### src/rtl/audio_codec_dac_serializer_if.sv
// Stereo sample handshake between a PCM producer and the DAC serializer.
// One transfer per AUD_XCK edge where sample_valid && sample_ready.
interface audio_codec_dac_serializer_if #(
   parameter int DW = 16
);
   logic [DW-1:0] left_in;
   logic [DW-1:0] right_in;
   logic          sample_valid;
   logic          sample_ready;

   modport master (
      output left_in,
      output right_in,
      output sample_valid,
      input  sample_ready
   );

   modport slave (
      input  left_in,
      input  right_in,
      input  sample_valid,
      output sample_ready
   );
endinterface

### src/rtl/audio_codec_dac_serializer.sv
// Left-justified WM8731 DAC serializer driven by external BCLK/LRCK.
// Buffers one stereo frame so the producer has a full LRCK period of slack.
module audio_codec_dac_serializer #(
   parameter int DW = 16
) (
   input  logic                        AUD_XCK,
   input  logic                        reset,
   input  logic                        AUD_BCLK,
   input  logic                        AUD_DACLRCK,
   audio_codec_dac_serializer_if.slave smp,
   output logic                        AUD_DACDAT,
   output logic                        underrun
);

   localparam int CW = $clog2(DW + 1);

   typedef enum logic [1:0] {
      IDLE,
      LEFT,
      RIGHT
   } state_t;

   state_t          state_q, state_d;
   logic            bclk_q, lrck_q;
   logic            pend_q, pend_d;
   logic [DW-1:0]   pend_l_q, pend_l_d;
   logic [DW-1:0]   pend_r_q, pend_r_d;
   logic [DW-1:0]   sh_q, sh_d;
   logic [DW-1:0]   rhold_q, rhold_d;
   logic [CW-1:0]   cnt_q, cnt_d;
   logic            dat_q, dat_d;
   logic            ur_q, ur_d;
   logic            ready;
   logic            accept;
   logic            bclk_fall, lrck_rise, lrck_fall;

   // Edge history keeps tracking through reset so release never fakes an edge
   always_ff @(posedge AUD_XCK) begin
      bclk_q <= AUD_BCLK;
      lrck_q <= AUD_DACLRCK;
   end

   assign bclk_fall = bclk_q & ~AUD_BCLK;
   assign lrck_rise = ~lrck_q & AUD_DACLRCK;
   assign lrck_fall = lrck_q & ~AUD_DACLRCK;

   assign ready            = ~reset & ~pend_q;
   assign accept           = smp.sample_valid & ready;
   assign smp.sample_ready = ready;
   assign AUD_DACDAT       = dat_q;
   assign underrun         = ur_q;

   always_ff @(posedge AUD_XCK or posedge reset) begin
      if (reset) begin
         state_q  <= IDLE;
         pend_q   <= 1'b0;
         pend_l_q <= '0;
         pend_r_q <= '0;
         sh_q     <= '0;
         rhold_q  <= '0;
         cnt_q    <= '0;
         dat_q    <= 1'b0;
         ur_q     <= 1'b0;
      end else begin
         state_q  <= state_d;
         pend_q   <= pend_d;
         pend_l_q <= pend_l_d;
         pend_r_q <= pend_r_d;
         sh_q     <= sh_d;
         rhold_q  <= rhold_d;
         cnt_q    <= cnt_d;
         dat_q    <= dat_d;
         ur_q     <= ur_d;
      end
   end

   always_comb begin
      state_d  = state_q;
      pend_d   = pend_q;
      pend_l_d = pend_l_q;
      pend_r_d = pend_r_q;
      sh_d     = sh_q;
      rhold_d  = rhold_q;
      cnt_d    = cnt_q;
      dat_d    = dat_q;
      ur_d     = 1'b0;

      if (accept) begin
         pend_d   = 1'b1;
         pend_l_d = smp.left_in;
         pend_r_d = smp.right_in;
      end

      // Load decisions see the slot as it was before this cycle's accept
      if (lrck_rise) begin
         state_d = LEFT;
         cnt_d   = CW'(1);
         if (pend_q) begin
            sh_d    = pend_l_q;
            rhold_d = pend_r_q;
            pend_d  = 1'b0;
            dat_d   = pend_l_q[DW-1];
         end else begin
            sh_d    = '0;
            rhold_d = '0;
            ur_d    = 1'b1;
            dat_d   = 1'b0;
         end
      end else if (lrck_fall) begin
         if (state_q != IDLE) begin
            state_d = RIGHT;
            sh_d    = rhold_q;
            dat_d   = rhold_q[DW-1];
            cnt_d   = CW'(1);
         end
      end else if (bclk_fall && state_q != IDLE) begin
         if (cnt_q < CW'(DW)) begin
            sh_d  = sh_q << 1;
            dat_d = sh_q[DW-2];
            cnt_d = cnt_q + CW'(1);
         end else begin
            dat_d = 1'b0;
         end
      end
   end

endmodule

### src/flat_wrapper.sv
// flat-port wrapper written by rule: the top's interface ports become plain ports
module audio_codec_dac_serializer_flat 
#(
   parameter int DW = 16
)
  (AUD_XCK, reset, AUD_BCLK, AUD_DACLRCK, AUD_DACDAT, underrun, smp_left_in, smp_right_in, smp_sample_valid, smp_sample_ready);
  audio_codec_dac_serializer_if #(.DW(DW)) smp_i ();
  input  logic AUD_XCK;
  input  logic reset;
  input  logic AUD_BCLK;
  input  logic AUD_DACLRCK;
  output logic AUD_DACDAT;
  output logic underrun;
  input wire logic [$bits(smp_i.left_in)-1:0] smp_left_in;
  input wire logic [$bits(smp_i.right_in)-1:0] smp_right_in;
  input wire logic [$bits(smp_i.sample_valid)-1:0] smp_sample_valid;
  output wire logic [$bits(smp_i.sample_ready)-1:0] smp_sample_ready;
  assign smp_i.left_in = smp_left_in;
  assign smp_i.right_in = smp_right_in;
  assign smp_i.sample_valid = smp_sample_valid;
  assign smp_sample_ready = smp_i.sample_ready;
  audio_codec_dac_serializer #(.DW(DW)) u_core (.AUD_XCK(AUD_XCK), .reset(reset), .AUD_BCLK(AUD_BCLK), .AUD_DACLRCK(AUD_DACLRCK), .smp(smp_i), .AUD_DACDAT(AUD_DACDAT), .underrun(underrun));
endmodule
### config.mk
export PLATFORM = sky130hd
export DESIGN_NAME = audio_codec_dac_serializer_flat
export DESIGN_NICKNAME = d
export VERILOG_FILES = /design/src/rtl/audio_codec_dac_serializer_if.sv /design/src/rtl/audio_codec_dac_serializer.sv /design/src/flat_wrapper.sv
export SDC_FILE = /design/constraint.sdc
export NUM_CORES = 1
export LEC_CHECK = 0
export ABC_AREA = 1
export ABC_CLOCK_PERIOD_IN_PS = 4300
export BUFFER_PORTS_ARGS = -buffer_cell sky130_fd_sc_hd__buf_2
export CORE_ASPECT_RATIO = 0.5
export CORE_MARGIN = 10
export CORE_UTILIZATION = 30
export DETAILED_ROUTE_END_ITERATION = 6
export PLACE_DENSITY = 0.52
export SETUP_SLACK_MARGIN = 0.3
export SLEW_MARGIN = 20
export SYNTH_ARGS = -nofsm -noshare
export SYNTH_HDL_FRONTEND = slang
export SYNTH_SLANG_ARGS = --single-unit
### constraint.sdc
create_clock -name AUD_XCK -period 4.3 [get_ports AUD_XCK]
set_input_delay 1.075 -clock AUD_XCK [delete_from_list [all_inputs] [get_ports AUD_XCK]]
set_output_delay 1.075 -clock AUD_XCK [all_outputs]
set_load 0.01 [all_outputs]
==> results.md <==
- Post-Synth XOR/XNOR Area: 0
- Leakage power: just under 2 nW
- Relative slew slack: 0.5136
- Library cells used by synthesis: 25
- Crit end category: register
- Sinks on the clock net: 75
- Cell count after synthesis: 352
- Final hold vios: 0
- Clock period minus worst slack: 2.645 ns
- Multiplexer share of the synthesized area: 0.09229
- Start-to-end type of the worst setup path: in -> reg
- Total buffers and inverters traversed by the critical path: 2
- CP Launch Type: input port
- Number of buffers on the longest clock path: 2
- Final Total Pwr: 0.002167 W
- Share of post-route cells with drive strength above 1: 0.2387
- Top-Level Pins: 40
- Setup tns final: 0 ns
- Highest-utilization routing layer at the global route stage: met2
- Die ar.: about 16000 sq um
- Max Cap Violations: 0
- Adder and majority cell fraction of the synthesized area: 0.01519
- Global Route Usage Sum: 0.09717
- Maximum number of pins on one net before global-route repair: 39
- Upper clock frequency limit: ~0.38 GHz
- Cell repeated most along the worst path: nand2_1
- Hold Buf Count CTS: 0
- CTS Buf Count: 9
- Met1 capacity usage during global routing: 0.1209
- Final weighted congestion in routability-driven placement: 0.7699
- Met2 track demand over resource in global routing: 0.1527
- Syn nets: between 300 and 400
- Detailed-route wire length: 7100 microns
- Status: finished, final reports clean
- Post-DR vias/cell: 4.385
- Portion of the clock cycle consumed by the worst path in the final layout: 0.6151
- Number of pins with negative max-slew slack in the final report: 0
- First-pass iteration count of the detailed router: 4
- Met3 GRT Util: 0.03634
- Aggregate global routing overflow: 0
- # H-tree levels: 3
- Worst setup skew after layout: 0.006721 ns
- Largest family of logic cells by synthesized area: simple AND/OR/NAND/NOR gates
- P per Cell Area: 550.1 nW/um^2
- Hold crit path type: reg -> reg
- Number of global-route vias before repair: around 2500
- Width of the die: 168.2 microns
- Mean routed wirelength per cell: 13.20 microns
- Total of flip-flops plus latches after synthesis: between 70 and 80
- Total via count in the routed design: 2359
- Placed wire-length estimate: roughly 4800 microns
- Combined flip-flop and latch cell area: 1867 sq um
- Largest stage delay, worst path: around 0.62 ns
- Req. time, crit path: roughly 4.6 ns
- Count of instances resized after the clock tree is built: 0
- Unrepaired setup endpoints after global routing: no
- Global-route wire length before repair: between 10000 and 15000 microns
- Layout filler cell count: 1088
- CTS tree: built
- Die Ht: 94.10 microns
- Post-CTS setup buffer count: 0
- Cell type group with the largest total delay on the critical path: adder cells
- Netlist area before placement: 3294 sq um
- Effective utilization at floorplan: 0.3155
- Yosys Warn Count: 0
- Syn-to-layout area delta: 19.56%
- Root Buffer: clkbuf_16
- Final worst hold slack: approximately 0.48 ns
- Net switching power: 0.0005950 W
- Slowest cell on the critical path: ha_1
- Reg clk slew, reported paths: roughly 0.06 ns
- Antenna viol nets, final: 0
- Area fraction in and, or, nand and nor cells after synthesis: 0.1717
- Share of power burned in the clock network: 0.368
- DRC violation total after the first TritonRoute iteration: between 150 and 200
- Share of total power consumed by net switching: 0.2746
- Sequential share of power: 0.458
- Critical Path, Cell by Cell: buf_2 > ha_1 > nand2_1 > inv_2 > nand2_1 > o21ai_0 > nand2_1 > nand2_1
- Internal power: 0.001572 W
- Number of diodes: 0
- Biggest fanout along the worst timing path: 27
- Slew at the pin closest to its max-slew limit: approximately 0.73 ns
- # rows: 26
- Most frequent cells in the layout: nand2_1 (116), dfrtp_1 (73), o21ai_0 (43)
- Number of port buffers: 39
- Setup violation total in the final timing report: 0
- Share of the yosys chip area belonging to registers: 0.5667
- Maximum vdd drop: 0.0001958 V
- Leading cell type in the layout, fill and taps excluded: nand2_1
- Complex-gate fraction of the synthesized area: 0.09115
- Clk Latency, worst-skew pair: approximately 0.33 ns
- Final Net Count: 434
- Average cell area after synthesis: 9.359 sq um
- Number of remaining DRC errors: 0
- Core footprint: 10440 sq um
- Combinational share of power: 0.174
- Initial antenna violation count: 0
- Area occupied by multi-input gates: approximately 1200 sq um
- Data arrival time of the worst path: between 2 and 3 ns
## metrics by stage
| stage | area [sq um] | std cells | setup WS [ns] | utilization |
|---|---|---|---|---|
| floorplan | 3294 | 352 | 1.372 | - |
| global placement | 3622 | 522 | 1.362 | 0.3469 |
| detailed placement | 3622 | 522 | 1.305 | 0.3469 |
| CTS | 3939 | 538 | 1.648 | 0.3772 |
| global route | 3939 | 538 | 1.401 | 0.3772 |
| finish | 3939 | 538 | 1.655 | 0.3772 |
## cell type report
type	instances	area share
Inverter	34	0.03240
Clock buffer	10	0.05813
Timing Repair Buffer	44	0.05909
Sequential cell	75	0.4740
Multi-Input combinational cell	229	0.3097
Clock inverter	6	0.02224
Tap cell	140	0.04447
## worst register-to-register path, delay by kind of cell (launching register included)
kind            cells  cell delay, ns
compound gates      1            0.10
buf+inv             2            0.50
flops               1            0.33
fa+ha+maj           1            0.62
simple gates        4            0.58
## cell families (layout without fill, tap and decap cells)
kind of cell	count (synthesis)	in the layout
buf+inv	48	94
fa+ha+maj	4	4
mux	27	27
compound gates	58	58
simple gates	140	140
flops	75	75
## registers in the layout (all words and copies together) (netlist names)
register and flops:
u_core.underrun 1, u_core.rhold_q 16, u_core.sh_q 15, u_core.bclk_q 1, u_core.pend_q 1, u_core.cnt_q 5, u_core.AUD_DACDAT 1, u_core.lrck_q 1
u_core.pend_l_q 16, u_core.pend_r_q 16, u_core.state_q 2
## routing by layer
layer | vias to the layer above | wire length (microns)
met2 | 40 | 3261
met5 | - | 0
met4 | 0 | 68
met3 | 4 | 291
met1 | 1120 | 3479
li1 | 1195 | -
## power groups by stage
stage	Clock (W)	Sequential (W)	Combinational, W
finish	0.000798	0.000992	0.000377
global placement	0	0.00100	0.000376
floorplan	0	0.000974	0.000301
global route	0.000852	0.00102	0.000448
CTS	0.000819	0.000994	0.000386
detailed placement	0	0.00100	0.000384
## final timing paths
path	from	to	slack (ns)	cells past startpoint
setup / recovery	AUD_DACLRCK	u_core.sh_q[9]	1.66	8
hold / removal	u_core.pend_r_q[9]	u_core.rhold_q[9]	0.48	2
max in group asynchronous	reset	u_core.sh_q[9]	2.78	3
setup reg to reg	u_core.lrck_q	u_core.sh_q[9]	2.12	8
hold reg to reg	u_core.pend_r_q[9]	u_core.rhold_q[9]	0.48	2
min in group asynchronous	reset	u_core.rhold_q[0]	0.79	2
## cell usage after synthesis, drive strengths merged
library cell / count / share of area
dfxtp: 2 / 0.012
a21boi: 1 / 0.0023
nand2: 117 / 0.13
nor2: 17 / 0.023
inv: 34 / 0.039
clkbuf: 4 / 0.0046
o22ai: 3 / 0.0057
ha: 4 / 0.015
mux2: 27 / 0.092
o21ai: 46 / 0.070
dfrtp: 73 / 0.55
buf: 10 / 0.020
a21oi: 7 / 0.011
nand3: 6 / 0.014
a22o: 1 / 0.0027
No activity file was read; power rests on OpenSTA's default activity.
